--- src/rtl/bs_gnrtr_n_rbtr_rr_pkg.sv ---
// Shared definitions for the bus generator / arbiter.
//   state_e    : transaction FSM states (IDLE -> POP -> PUSH -> IDLE)
//   ARB_RR     : round-robin arbitration mode
//   ARB_FIXED  : fixed priority, lowest index wins
//   dest_field : pulls the destination-ID field (top id_w bits) out of a packet
package bs_rr_pkg;

  typedef enum logic [1:0] {
    IDLE = 2'd0,
    POP  = 2'd1,
    PUSH = 2'd2
  } state_e;

  localparam int ARB_RR    = 0;
  localparam int ARB_FIXED = 1;

  // Packets up to 64 bits are supported. The caller zero-extends the packet
  // into the 64-bit argument, so the ID field sits at bits [pkt_sz-1 -: id_w].
  function automatic logic [31:0] dest_field(input logic [63:0] pkt,
                                             input int pkt_sz,
                                             input int id_w);
    logic [63:0] mask;
    mask = (64'd1 << id_w) - 64'd1;
    return 32'((pkt >> (pkt_sz - id_w)) & mask);
  endfunction

endpackage

--- src/rtl/bs_gnrtr_n_rbtr_rr_arb.sv ---
// Purely combinational request arbiter.
//   req_i   : per-device request vector
//   ptr_i   : round-robin start index (ignored in fixed-priority mode)
//   grant_o : index of the winning request
//   valid_o : high when any request is set
module rr_arbiter
  import bs_rr_pkg::*;
#(
  parameter int N    = 8,
  parameter int MODE = ARB_RR,
  parameter int IW   = (N > 1) ? $clog2(N) : 1
) (
  input  logic [N-1:0]  req_i,
  input  logic [IW-1:0] ptr_i,
  output logic [IW-1:0] grant_o,
  output logic          valid_o
);

  always_comb begin
    int          idx;
    logic [N-1:0] rot;
    grant_o = '0;
    valid_o = 1'b0;
    idx     = 0;
    rot     = '0;
    for (int k = 0; k < N; k++) begin
      if (MODE == ARB_FIXED) begin
        idx = k;
      end else begin
        // Cyclic search starting at the pointer; explicit wrap keeps this
        // correct when N is not a power of two.
        idx = int'(ptr_i) + k;
        if (idx >= N) idx = idx - N;
      end
      rot = req_i >> idx;
      if (!valid_o && rot[0]) begin
        valid_o = 1'b1;
        grant_o = IW'(idx);
      end
    end
  end

endmodule

--- src/rtl/bs_gnrtr_n_rbtr_rr.sv ---
// Shared-bus packet mover: arbitrates between DRVRS device FIFOs, pops the
// granted head packet and pushes it to its destination device (or to every
// other device on broadcast). Undeliverable packets are dropped and counted.
//   clk, reset  : clock, asynchronous active-high reset
//   pndng       : per-device "FIFO non-empty"
//   D_pop       : per-device head-of-FIFO data
//   pop         : one-hot dequeue pulse to the granted device
//   push        : per-device enqueue pulse
//   D_push      : latched packet, replicated on every lane
//   drop        : pulse when a packet is discarded
//   drop_cnt    : saturating drop counter
//   busy        : FSM not in IDLE
//   dbg_state_o : raw FSM state
//
// Handshake: pop is the only dequeue strobe; the source must present valid
// D_pop for the granted device in the cycle pop is high. push is a fire-and-
// forget enqueue strobe with D_push valid in the same cycle; there is no
// backpressure from the destination.
module bs_gnrtr_n_rbtr_rr
  import bs_rr_pkg::*;
#(
  parameter int          PCKG_SZ  = 16,
  parameter int          DRVRS    = 8,
  parameter int          ID_W     = 8,
  parameter int unsigned BCAST_ID = 32'hFF,
  parameter int          ARB_MODE = ARB_RR,
  parameter int          CNT_W    = 16
) (
  input  logic                            clk,
  input  logic                            reset,
  input  logic [DRVRS-1:0]                pndng,
  input  logic [DRVRS-1:0][PCKG_SZ-1:0]   D_pop,
  output logic [DRVRS-1:0]                pop,
  output logic [DRVRS-1:0]                push,
  output logic [DRVRS-1:0][PCKG_SZ-1:0]   D_push,
  output logic                            drop,
  output logic [CNT_W-1:0]                drop_cnt,
  output logic                            busy,
  output logic [1:0]                      dbg_state_o
);

  localparam int PTR_W = (DRVRS > 1) ? $clog2(DRVRS) : 1;
  localparam logic [DRVRS-1:0] ONE = DRVRS'(1);

  state_e             state_q, state_d;
  logic [PTR_W-1:0]   grant_q, grant_d;
  logic [PTR_W-1:0]   ptr_q, ptr_d;
  logic [PCKG_SZ-1:0] pkt_q, pkt_d;
  logic [CNT_W-1:0]   cnt_q, cnt_d;

  logic [PTR_W-1:0]   arb_grant;
  logic               arb_valid;
  logic [31:0]        dest;

  rr_arbiter #(
    .N    (DRVRS),
    .MODE (ARB_MODE),
    .IW   (PTR_W)
  ) u_arb (
    .req_i   (pndng),
    .ptr_i   (ptr_q),
    .grant_o (arb_grant),
    .valid_o (arb_valid)
  );

  always_ff @(posedge clk or posedge reset) begin
    if (reset) begin
      state_q <= IDLE;
      grant_q <= '0;
      ptr_q   <= '0;
      pkt_q   <= '0;
      cnt_q   <= '0;
    end else begin
      state_q <= state_d;
      grant_q <= grant_d;
      ptr_q   <= ptr_d;
      pkt_q   <= pkt_d;
      cnt_q   <= cnt_d;
    end
  end

  always_comb begin
    state_d = state_q;
    grant_d = grant_q;
    ptr_d   = ptr_q;
    pkt_d   = pkt_q;
    cnt_d   = cnt_q;
    pop     = '0;
    push    = '0;
    drop    = 1'b0;
    dest    = dest_field(64'(pkt_q), PCKG_SZ, ID_W);
    case (state_q)
      IDLE: begin
        if (arb_valid) begin
          grant_d = arb_grant;
          state_d = POP;
        end
      end
      POP: begin
        // Pop is issued even if pndng has fallen; underflow is the source's
        // problem and we latch whatever D_pop shows.
        pop   = ONE << grant_q;
        pkt_d = D_pop[grant_q];
        if (ARB_MODE == ARB_RR) begin
          ptr_d = (grant_q == PTR_W'(DRVRS - 1)) ? '0 : grant_q + 1'b1;
        end
        state_d = PUSH;
      end
      PUSH: begin
        state_d = IDLE;
        if (dest == BCAST_ID) begin
          push = ~(ONE << grant_q);
        end else if (dest < 32'(DRVRS) && dest != 32'(grant_q)) begin
          push = ONE << dest;
        end else begin
          // Out-of-range destination or a packet addressed to its own source.
          drop = 1'b1;
          if (cnt_q != '1) cnt_d = cnt_q + 1'b1;
        end
      end
      default: state_d = IDLE;
    endcase
  end

  assign D_push      = {DRVRS{pkt_q}};
  assign drop_cnt    = cnt_q;
  assign busy        = (state_q != IDLE);
  assign dbg_state_o = state_q;

endmodule

--- config.mk ---
export PLATFORM = sky130hd
export DESIGN_NAME = bs_gnrtr_n_rbtr_rr
export DESIGN_NICKNAME = d
export VERILOG_FILES = /design/src/rtl/bs_gnrtr_n_rbtr_rr_pkg.sv /design/src/rtl/bs_gnrtr_n_rbtr_rr_arb.sv /design/src/rtl/bs_gnrtr_n_rbtr_rr.sv
export SDC_FILE = /design/constraint.sdc
export NUM_CORES = 1
export LEC_CHECK = 0
export ABC_AREA = 1
export CORE_AREA = 2 2 118 120
export DETAILED_ROUTE_END_ITERATION = 8
export DIE_AREA = 0 0 120 122
export GPL_ROUTABILITY_DRIVEN = 0
export HOLD_SLACK_MARGIN = 0.12
export PLACE_DENSITY = 0.8
export SLEW_MARGIN = 20
export SYNTH_ARGS = -nofsm -noshare
export SYNTH_HDL_FRONTEND = slang
export SYNTH_SLANG_ARGS = --single-unit
--- constraint.sdc ---
create_clock -name clk -period 4.9 [get_ports clk]
set_input_delay 0.735 -clock clk [delete_from_list [all_inputs] [get_ports clk]]
set_output_delay 0.735 -clock clk [all_outputs]
set_load 0.05 [all_outputs]
==> impl_metrics.py, run 1 <==
metrics = {
    "floorplan": {
        "ioPinCount": 302,
        "die_y_um": 122,
        "rows": 43,
        "core_region_area_mm2": 0.0135,
        "die_area_mm2": 0.0146,
        "die_x_um": 120,
        "start_util": 0.353,
    },
    "placement": {
        "numPortBuffers": 301,
        "place_ws_ns": 1.65,
        "postPlaceCellArea_mm2": 0.00706,
        "hpwlAfterDp_um": 12900,
    },
    "route": {
        "drcViolationCount": 0,
        "vias": 5240,
        "wl_per_cell_um": 16.1,
        "dr.pass1.iters": 7,
        "drt_iter0_drc": 256,
        "routed_wl_um": 16800,
        "ant_nets": 0,
        "vias_per_cell": 5.03,
    },
    "hold_path": {
        "holdCritPathClass": "flip-flop to flip-flop",
        "whs_endpoint": "drop_cnt[0]$_DFFE_PP0P_",
        "hold_depth": 1,
        "holdCritStartpoint": "drop_cnt[0]$_DFFE_PP0P_",
    },
    "timing": {
        "rsz0062_at_grt": "false",
        "finalHoldViolCount": 0,
        "relSlewSlack": 0.423,
        "max_freq_ghz": 0.281,
        "fin_crit_ns": 3.56,
        "setup_ws_ns": 1.34,
        "fin_worst_skew_ns": 0.00759,
        "fin_crit_sh": 0.727,
        "setup_viol": 0,
        "setup_tns_ns": 0,
        "tightest_slew_ns": 0.864,
        "slew_viol_final": 0,
    },
    "logic_synthesis": {
        "synth_edf_count": 0,
        "synth-async-reset-ratio": 1.00,
        "synth_cells": 692,
        "ys_seq_area_frac": 0.210,
        "ys_dominant_reg_cell": "dfrtp_1",
        "synth_area_per_cell_um2": 6.89,
        "ys_warn_count": 0,
        "synth_nets": 843,
        "synthDistinctLibCells": 44,
        "syn_area_mm2": 0.00477,
        "ys_ff_latch": 40,
    },
    "cells_and_area": {
        "antenna_cells": 0,
        "area_delta_synth_final_pct": 51.7,
        "final_nets": 1012,
        "final_core_util": 0.535,
        "drive_gt1_frac": 0.0696,
        "mostFrequentLayoutCell": "clkdlybuf4s50_1",
        "layout_common_cells": "301 x clkdlybuf4s50_1, 97 x nand2_1, 86 x nor2_1, 83 x o21ai_0, 44 x nand3_1",
        "finalInstanceArea_mm2": 0.00723,
    },
    "worst_setup_path": {
        "r2r-start": "ptr_q[0]$_DFFE_PP0P_",
        "end_kind": "output port",
        "worstPathArrival_ns": 2.83,
        "crit_required_ns": 4.16,
        "reg2reg_slack_ns": 2.22,
        "r2r_end": "grant_q[2]$_DFFE_PP0P_",
        "ff2ff_path_depth": 14,
        "critPathKind": "flip-flop to output port",
        "crit_fanout": 20,
        "worst_setup_path_start_kind": "flip-flop",
    },
    "outcome": {
        "status": "finished, final reports clean",
    },
    "global_route": {
        "antenna_found_initial": 0,
        "grt_pass1_wl_um": 25500,
        "grt_max_degree": 49,
        "grt_pass1_vias": 5014,
        "grt_use_total": 0.214,
        "grt-ovfl-total": 0,
    },
    "clock_network": {
        "tritoncts": "done",
        "htreeDepth": 2,
        "clk_latency_ns": 0.28,
        "cts_hold_buf": 0,
        "clk_pin_slew_ns": 0.07,
        "cts_buffers": 5,
        "cts-resized-gates": 0,
        "clock-sinks": 40,
        "cts_setup_buffers": 0,
        "cts-root-buf": "clkbuf_16",
        "cts_buffer_depth": 2,
    },
    "run": {
        "max-cap-violations": 0,
    },
}
## worst max path at each step
stage	from	end	depth (start not counted)
after floorplan	pkt_q[10]$_DFFE_PP0P_	push[0]	4
after global placement	grant_q[2]$_DFFE_PP0P_	push[3]	7
after detailed placement	pkt_q[10]$_DFFE_PP0P_	push[5]	5
after CTS	grant_q[2]$_DFFE_PP0P_	push[3]	7
after global routing	pkt_q[10]$_DFFE_PP0P_	push[5]	5
final	grant_q[2]$_DFFE_PP0P_	push[3]	7
## routing by layer
layer	GRT usage	vias up	wire [µm]
met5	0	-	0
met3	0.0356	27	1350
met1	0.259	2439	6770
met4	0.0515	0	320
li1	-	2535	-
met2	0.396	239	8310
## worst max-delay path, stage by stage, from the launching register on
cell and delay, ns:
dfrtp_1 0.43, buf_4 0.28, inv_1 0.38, ha_1 0.34, inv_1 0.06, nand2_1 0.06
a21oi_1 0.17, clkdlybuf4s50_1 0.82
## logic make-up (layout without fill, tap and decap cells)
| group | count (synthesis) | after routing | share of synthesized area |
|---|---|---|---|
| AOI/OAI and AO/OA | 138 | 138 | 0.175 |
| buffers and inverters | 197 | 367 | 0.251 |
| xor gates and xnor gates | 18 | 18 | 0.0331 |
| DFF | 40 | 40 | 0.210 |
| adders and majority gates | 13 | 13 | 0.0341 |
| and+or+nand+nor | 286 | 286 | 0.297 |
## sequential cells by signal, indices dropped and copies added, names as in the netlist
register and cells:
drop_cnt 16, pkt_q 16, grant_q 3, ptr_q 3, dbg_state_o 2
## synth_stat cells, drive strengths merged, types with 11 or more instances
master  number  area, µm²
buf        120        903
nand3       55        330
inv         50        190
clkbuf      26       98.8
ha          13        163
nor3        13       87.6
nand4       11       83.8
dfrtp       40       1000
o221ai      26        228
o21ai       85        429
nor2        91        370
nand2      110        475
## cell type report
type | instances | area, µm²
timing repair buffer | 308 | 3070
tap | 180 | 225
clock buffer | 5 | 125
sequential | 40 | 1000
multi-input combinational | 455 | 2570
inverter | 51 | 194
fill | 1263 | 6270
clock inverter | 3 | 46.3
## metrics by stage
step | cells | hold WS (ns)
after floorplan | 692 | 0.637
after global placement | 1034 | 0.519
after detailed placement | 1034 | 0.524
after CTS | 1042 | 0.538
after global routing | 1042 | 0.569
final | 1042 | 0.525
Power of run 1 is not shown: default switching activity piles up to over one toggle a cycle in this logic, so the estimate is an artifact.
==> run 2: changes to the inputs <==
- CORE_AREA: 2 2 118 120 -> 2 2 119 121
- DIE_AREA: 0 0 120 122 -> 0 0 121 123
- PLACE_DENSITY: 0.8 -> 0.79
- clock period: 4.9 -> 3.7 ns (I/O delays scaled with it)
==> run 2 against run 1 <==
Net effect: clock skew fell by 0.00090 ns; first-iteration DRC count is 21% higher; via count up 0.38%; critical path depth decreased by 2; cell area increased by 1.2%; die area increased by 1.7%; global-route usage about the same; non-clock buffer count rose by 1; sequential share of layout area is 0.16 points lower; register-to-register slack worse by 1.2 ns.
==> impl_metrics.py, run 2 (synthesis results as in run 1) <==
metrics = {
    "placement": {
        "hpwlAfterDp_um": 12700,
        "numPortBuffers": 301,
        "postPlaceCellArea_mm2": 0.00714,
    },
    "route": {
        "drt_iter0_drc": 311,
        "dr_wl_met2_um": 8690,
        "routed_wl_um": 17000,
        "wl_per_cell_um": 16.3,
        "top_layer_used": "met4",
        "dr.pass1.iters": 5,
        "drcViolationCount": 0,
        "vias": 5260,
        "ant_nets": 0,
        "met3WireLength_um": 1550,
        "met1_length_um": 6520,
        "vias_per_cell": 5.04,
    },
    "worst_setup_path": {
        "worst_setup_path_start_kind": "flip-flop",
        "path_cells": "inv_1, nor4_4, o21ai_0, a21oi_1, clkdlybuf4s50_1",
        "cp_slowest_cell": "clkdlybuf4s50_1",
        "critical_path.startpoint": "pkt_q[10]$_DFFE_PP0P_",
        "crit_required_ns": 3.14,
        "crit_fanout": 14,
        "r2r-start": "ptr_q[0]$_DFFE_PP0P_",
        "worstPathArrival_ns": 2.87,
        "critPathKind": "flip-flop to output port",
        "max_stage_delay_ns": 0.83,
        "end_kind": "output port",
    },
    "floorplan": {
        "start_util": 0.350,
        "rows": 43,
        "die_area_mm2": 0.0149,
        "die_y_um": 123,
        "core_region_area_mm2": 0.0136,
        "die_x_um": 121,
        "ioPinCount": 302,
    },
    "global_route": {
        "grt_use_total": 0.215,
        "grt_max_degree": 67,
        "grt_pass1_vias": 4910,
        "antenna_found_initial": 0,
        "grt_pass1_wl_um": 25300,
        "grt-ovfl-total": 0,
    },
    "timing": {
        "setup_tns_ns": 0,
        "relSlewSlack": 0.375,
        "max_freq_ghz": 0.292,
        "setup_viol": 0,
        "tightest_slew_ns": 0.936,
        "fin_crit_sh": 0.926,
        "fin_worst_skew_ns": 0.00670,
        "slew_viol_final": 0,
        "rsz0062_at_grt": "false",
        "fin_crit_ns": 3.43,
        "finalHoldViolCount": 0,
        "holdWs_ns": 0.531,
    },
    "outcome": {
        "status": "finished, final reports clean",
    },
    "cells_and_area": {
        "area_delta_synth_final_pct": 53.4,
        "layout_common_cells": "286 x clkdlybuf4s50_1, 97 x nand2_1, 86 x nor2_1, 83 x o21ai_0, 44 x nand3_1",
        "antenna_cells": 0,
        "finalInstanceArea_mm2": 0.00731,
        "drive_gt1_frac": 0.0881,
        "final_nets": 1013,
        "multiInputGateArea_mm2": 0.00257,
        "nFillCells": 1271,
        "seqCellArea_mm2": 0.00100,
        "mostFrequentLayoutCell": "clkdlybuf4s50_1",
    },
    "clock_network": {
        "cts_setup_buffers": 0,
        "cts_hold_buf": 0,
        "cts-root-buf": "clkbuf_16",
        "clock-sinks": 40,
        "htreeDepth": 2,
        "clk_pin_slew_ns": 0.07,
        "cts-resized-gates": 0,
        "cts_buffer_depth": 2,
        "clk_latency_ns": 0.29,
        "tritoncts": "done",
        "cts_buffers": 5,
    },
    "hold_path": {
        "holdCritStartpoint": "drop_cnt[0]$_DFFE_PP0P_",
        "holdCritPathClass": "flip-flop to flip-flop",
    },
    "run": {
        "max-cap-violations": 0,
    },
}
[run 2: area by class of cell]
class / count / share of cell area
clock buffer: 5 / 0.0171
clock inverter: 3 / 0.00650
inverter: 51 / 0.0265
multi-input combinational: 455 / 0.352
sequential: 40 / 0.137
tap: 180 / 0.0308
timing repair buffer: 309 / 0.430
[run 2: final timing paths]
| kind | end | slack, ns | depth (start not counted) |
|---|---|---|---|
| min | drop_cnt[0]$_DFFE_PP0P_ | 0.53 | 1 |
| min in group asynchronous | pkt_q[11]$_DFFE_PP0P_ | 0.80 | 2 |
| max | push[2] | 0.27 | 5 |
| max in group asynchronous | grant_q[0]$_DFFE_PP0P_ | 2.26 | 2 |
| max reg2reg | grant_q[2]$_DFFE_PP0P_ | 1.05 | 14 |
| min reg2reg | drop_cnt[0]$_DFFE_PP0P_ | 0.53 | 1 |
[run 2: stage by stage]
step | std cells | util | worst slack (ns)
after detailed placement | 1035 | 0.525 | 0.621
after floorplan | 692 | - | 0.671
after CTS | 1043 | 0.537 | 0.280
after global routing | 1043 | 0.537 | 0.0590
final | 1043 | 0.537 | 0.273
after global placement | 1035 | 0.525 | 0.715
[run 2: per-layer routing]
| layer | vias to the layer above | track usage |
|---|---|---|
| met5 | - | 0 |
| met4 | 0 | 0.0545 |
| met2 | 248 | 0.406 |
| met1 | 2444 | 0.242 |
| li1 | 2547 | - |
| met3 | 21 | 0.0484 |
[run 2: critical path: cells and delay by family (launching register included)]
family | cells | cell delay [ns]
buffers and inverters | 2 | 1.06
flip-flops | 1 | 0.62
AND/OR/NAND/NOR | 1 | 0.55
AO/OA/AOI/OAI | 2 | 0.35
Power of run 2 is left out for the same reason.
==> variant, RTL diff (settings of run 1) <==
`CNT_W`: 16 -> 20.
--- a/src/rtl/bs_gnrtr_n_rbtr_rr.sv
+++ b/src/rtl/bs_gnrtr_n_rbtr_rr.sv
@@ -25,5 +25,5 @@
   parameter int unsigned BCAST_ID = 32'hFF,
   parameter int          ARB_MODE = ARB_RR,
-  parameter int          CNT_W    = 16
+  parameter int          CNT_W    = 20
 ) (
   input  logic                            clk,
Interface: changed (resized drop_cnt); port bits go from 302 to 306. The function was not compared with the original's and may differ.
==> variant against run 1 <==
- routed wire length is 1.4% higher
- design area is 1.8% higher
- first-iteration DRC count is 47% higher
- non-clock buffer count is 4 higher
- final cell count is 3.3% higher
- global-route usage is 0.062 points lower
- clock skew is 0.0047 ns lower
- setup slack better by 0.11 ns
- sequential share of layout area is 1.1 points higher
- synthesized area is 2.3% higher
- die area stayed put
- sequential cell count is 4 higher
Power is left out: the tool's default activity adds up to more than one toggle a clock period on the data nets, which glitch-free logic cannot reach.
==> variant: results (changes against run 1) <==
| Metric | Value |
|---|---|
| Post_cts resized | 0 (unchanged) |
| Placed Cells | 1068 (+3.3%) |
| Class of the worst hold path | flop to flop |
| Filler instances | 1274 (+0.87%) |
| Largest register FFs | 20 |
| DRT Pass-1 Iters | 5 (-2) |
| Wirelength, routed | 17.0 mm (+1.4%) |
| WL/cell | 15.8 um (-1.8%) |
| Clock insertion delay at the later pin of the skew report | 0.28 ns (about the same) |
| Synth Net Count | 872 (+3.4%) |
| Skew final | 0.00287 ns (-0.00472 ns) |
| Overall Global Routing Usage | 21.4% (-0.062 points) |
| Initial antenna violation count | 0 (unchanged) |
| Arr. time, crit path | 2.71 ns (-0.12 ns) |
| DPL Wire Length | 13.0 mm (+0.72%) |
| Ant. Diodes | 0 (unchanged) |
| Post-Syn Instances | 721 (+4.2%) |
| Relative slew slack | 37.5% (-4.9 points) |
| FFs w/ async S/R, synth | 100% (unchanged) |
| First-pass GRT wire length | 25.2 mm (-1.1%) |
| Critical path's largest stage delay | 0.87 ns (+0.05 ns) |
| Largest net degree at the start of global routing | 69 (+41%) |
| 1st-iter DRT viols | 376 (+47%) |
| Layout cells sized above 1 | 4.24% (-2.7 points) |
| Num CTS Buffers | 5 (unchanged) |
| H-tree levels | 2 (unchanged) |
| Status | finished clean |
| Crit-path slowest cell | clkdlybuf4s50_1 |
| Synth cell types | 40 (-9.1%) |
| Via count | 5354 (+2.2%) |
| Post-CTS Setup Bufs | 0 (unchanged) |
| IO buf count | 305 (+1.3%) |
| Hold_buf cts | 0 (unchanged) |
| Critical Path Fanout Max | 68 (+240%) |
| Top cells by count, synth | 116 x nand2_1, 113 x buf_4, 104 x nor2_1 |
| Final nets | 1046 (+3.4%) |
| Seq/Total Area, Yosys | 22.6% (+1.6 points) |
| Most used DFF post-synth | dfrtp_1 |
| CTS Buffer Depth | 2 (unchanged) |
| Clock Root Buffer | clkbuf_16 |
| Ys Warns | 0 (unchanged) |
| DRC violation count after routing | 0 (unchanged) |
| Top post-synthesis cells by area | dfrtp_1 23%, buf_4 17%, nand2_1 8.9% |
| Vias in the first global route | 4869 (-2.9%) |
| Worst path top cell family by delay | buffers and inverters |
| Worst-path clk slew | 0.06 ns |
variant: changes by cell type after synthesis, sizes merged, moves of 3 or more:
cell,run 1,this run
clkbuf,26,23
dfrtp,40,44
inv,50,47
nand2,110,121
nor2,91,110
nor3,13,16
o21ai,85,80
xor2,9,14
variant: per-layer routing:
layer / part of all wire (%) / track usage (%) / vias to the layer above
met3: 8.4 / 5.15 / 19
met2: 49 / 37.0 / 218
met5: 0 / 0 / -
met4: 1.7 / 5.29 / 0
met1: 41 / 26.8 / 2480
li1: - / - / 2637
variant: layout make-up:
type | instances | area (um^2) | area share (%)
multi-input cells | 483 | 2600 | 35.3
well taps | 180 | 225 | 3.06
clock inverters | 1 | 8.76 | 0.119
inverters | 49 | 189 | 2.57
flip-flops and latches | 44 | 1100 | 15.0
clock buffers | 7 | 133 | 1.80
repair buffers | 312 | 3110 | 42.2
variant: worst paths after layout:
kind	from	endpoint	slack (ns)	depth (start not counted)
max	grant_q[0]	drop	1.45	7
min	drop_cnt[2]	drop_cnt[2]	0.52	1
max reg2reg	ptr_q[0]	grant_q[0]	2.08	14
min reg2reg	drop_cnt[2]	drop_cnt[2]	0.52	1
max in group asynchronous	reset	grant_q[0]	3.26	2
min in group asynchronous	reset	pkt_q[2]	0.99	2
variant: stage by stage:
stage	setup slack (ns)	util (%)	instance area [um^2]
detailed placement	1.74	53.5	7220
global placement	1.74	53.5	7220
finish	1.45	54.5	7360
global route	1.27	54.5	7360
floorplan	1.74	-	4870
CTS	1.42	54.5	7360
variant: cell families (layout without fill, tap and decap cells):
group	Yosys count	after routing	share of synthesized area [%]
buffers and inverters	194	369	24.2
DFF	44	44	22.6
xor gates and xnor gates	23	23	4.13
and+or+nand+nor	318	318	29.7
AOI/OAI and AO/OA	129	129	16.1
adders and majority gates	13	13	3.34
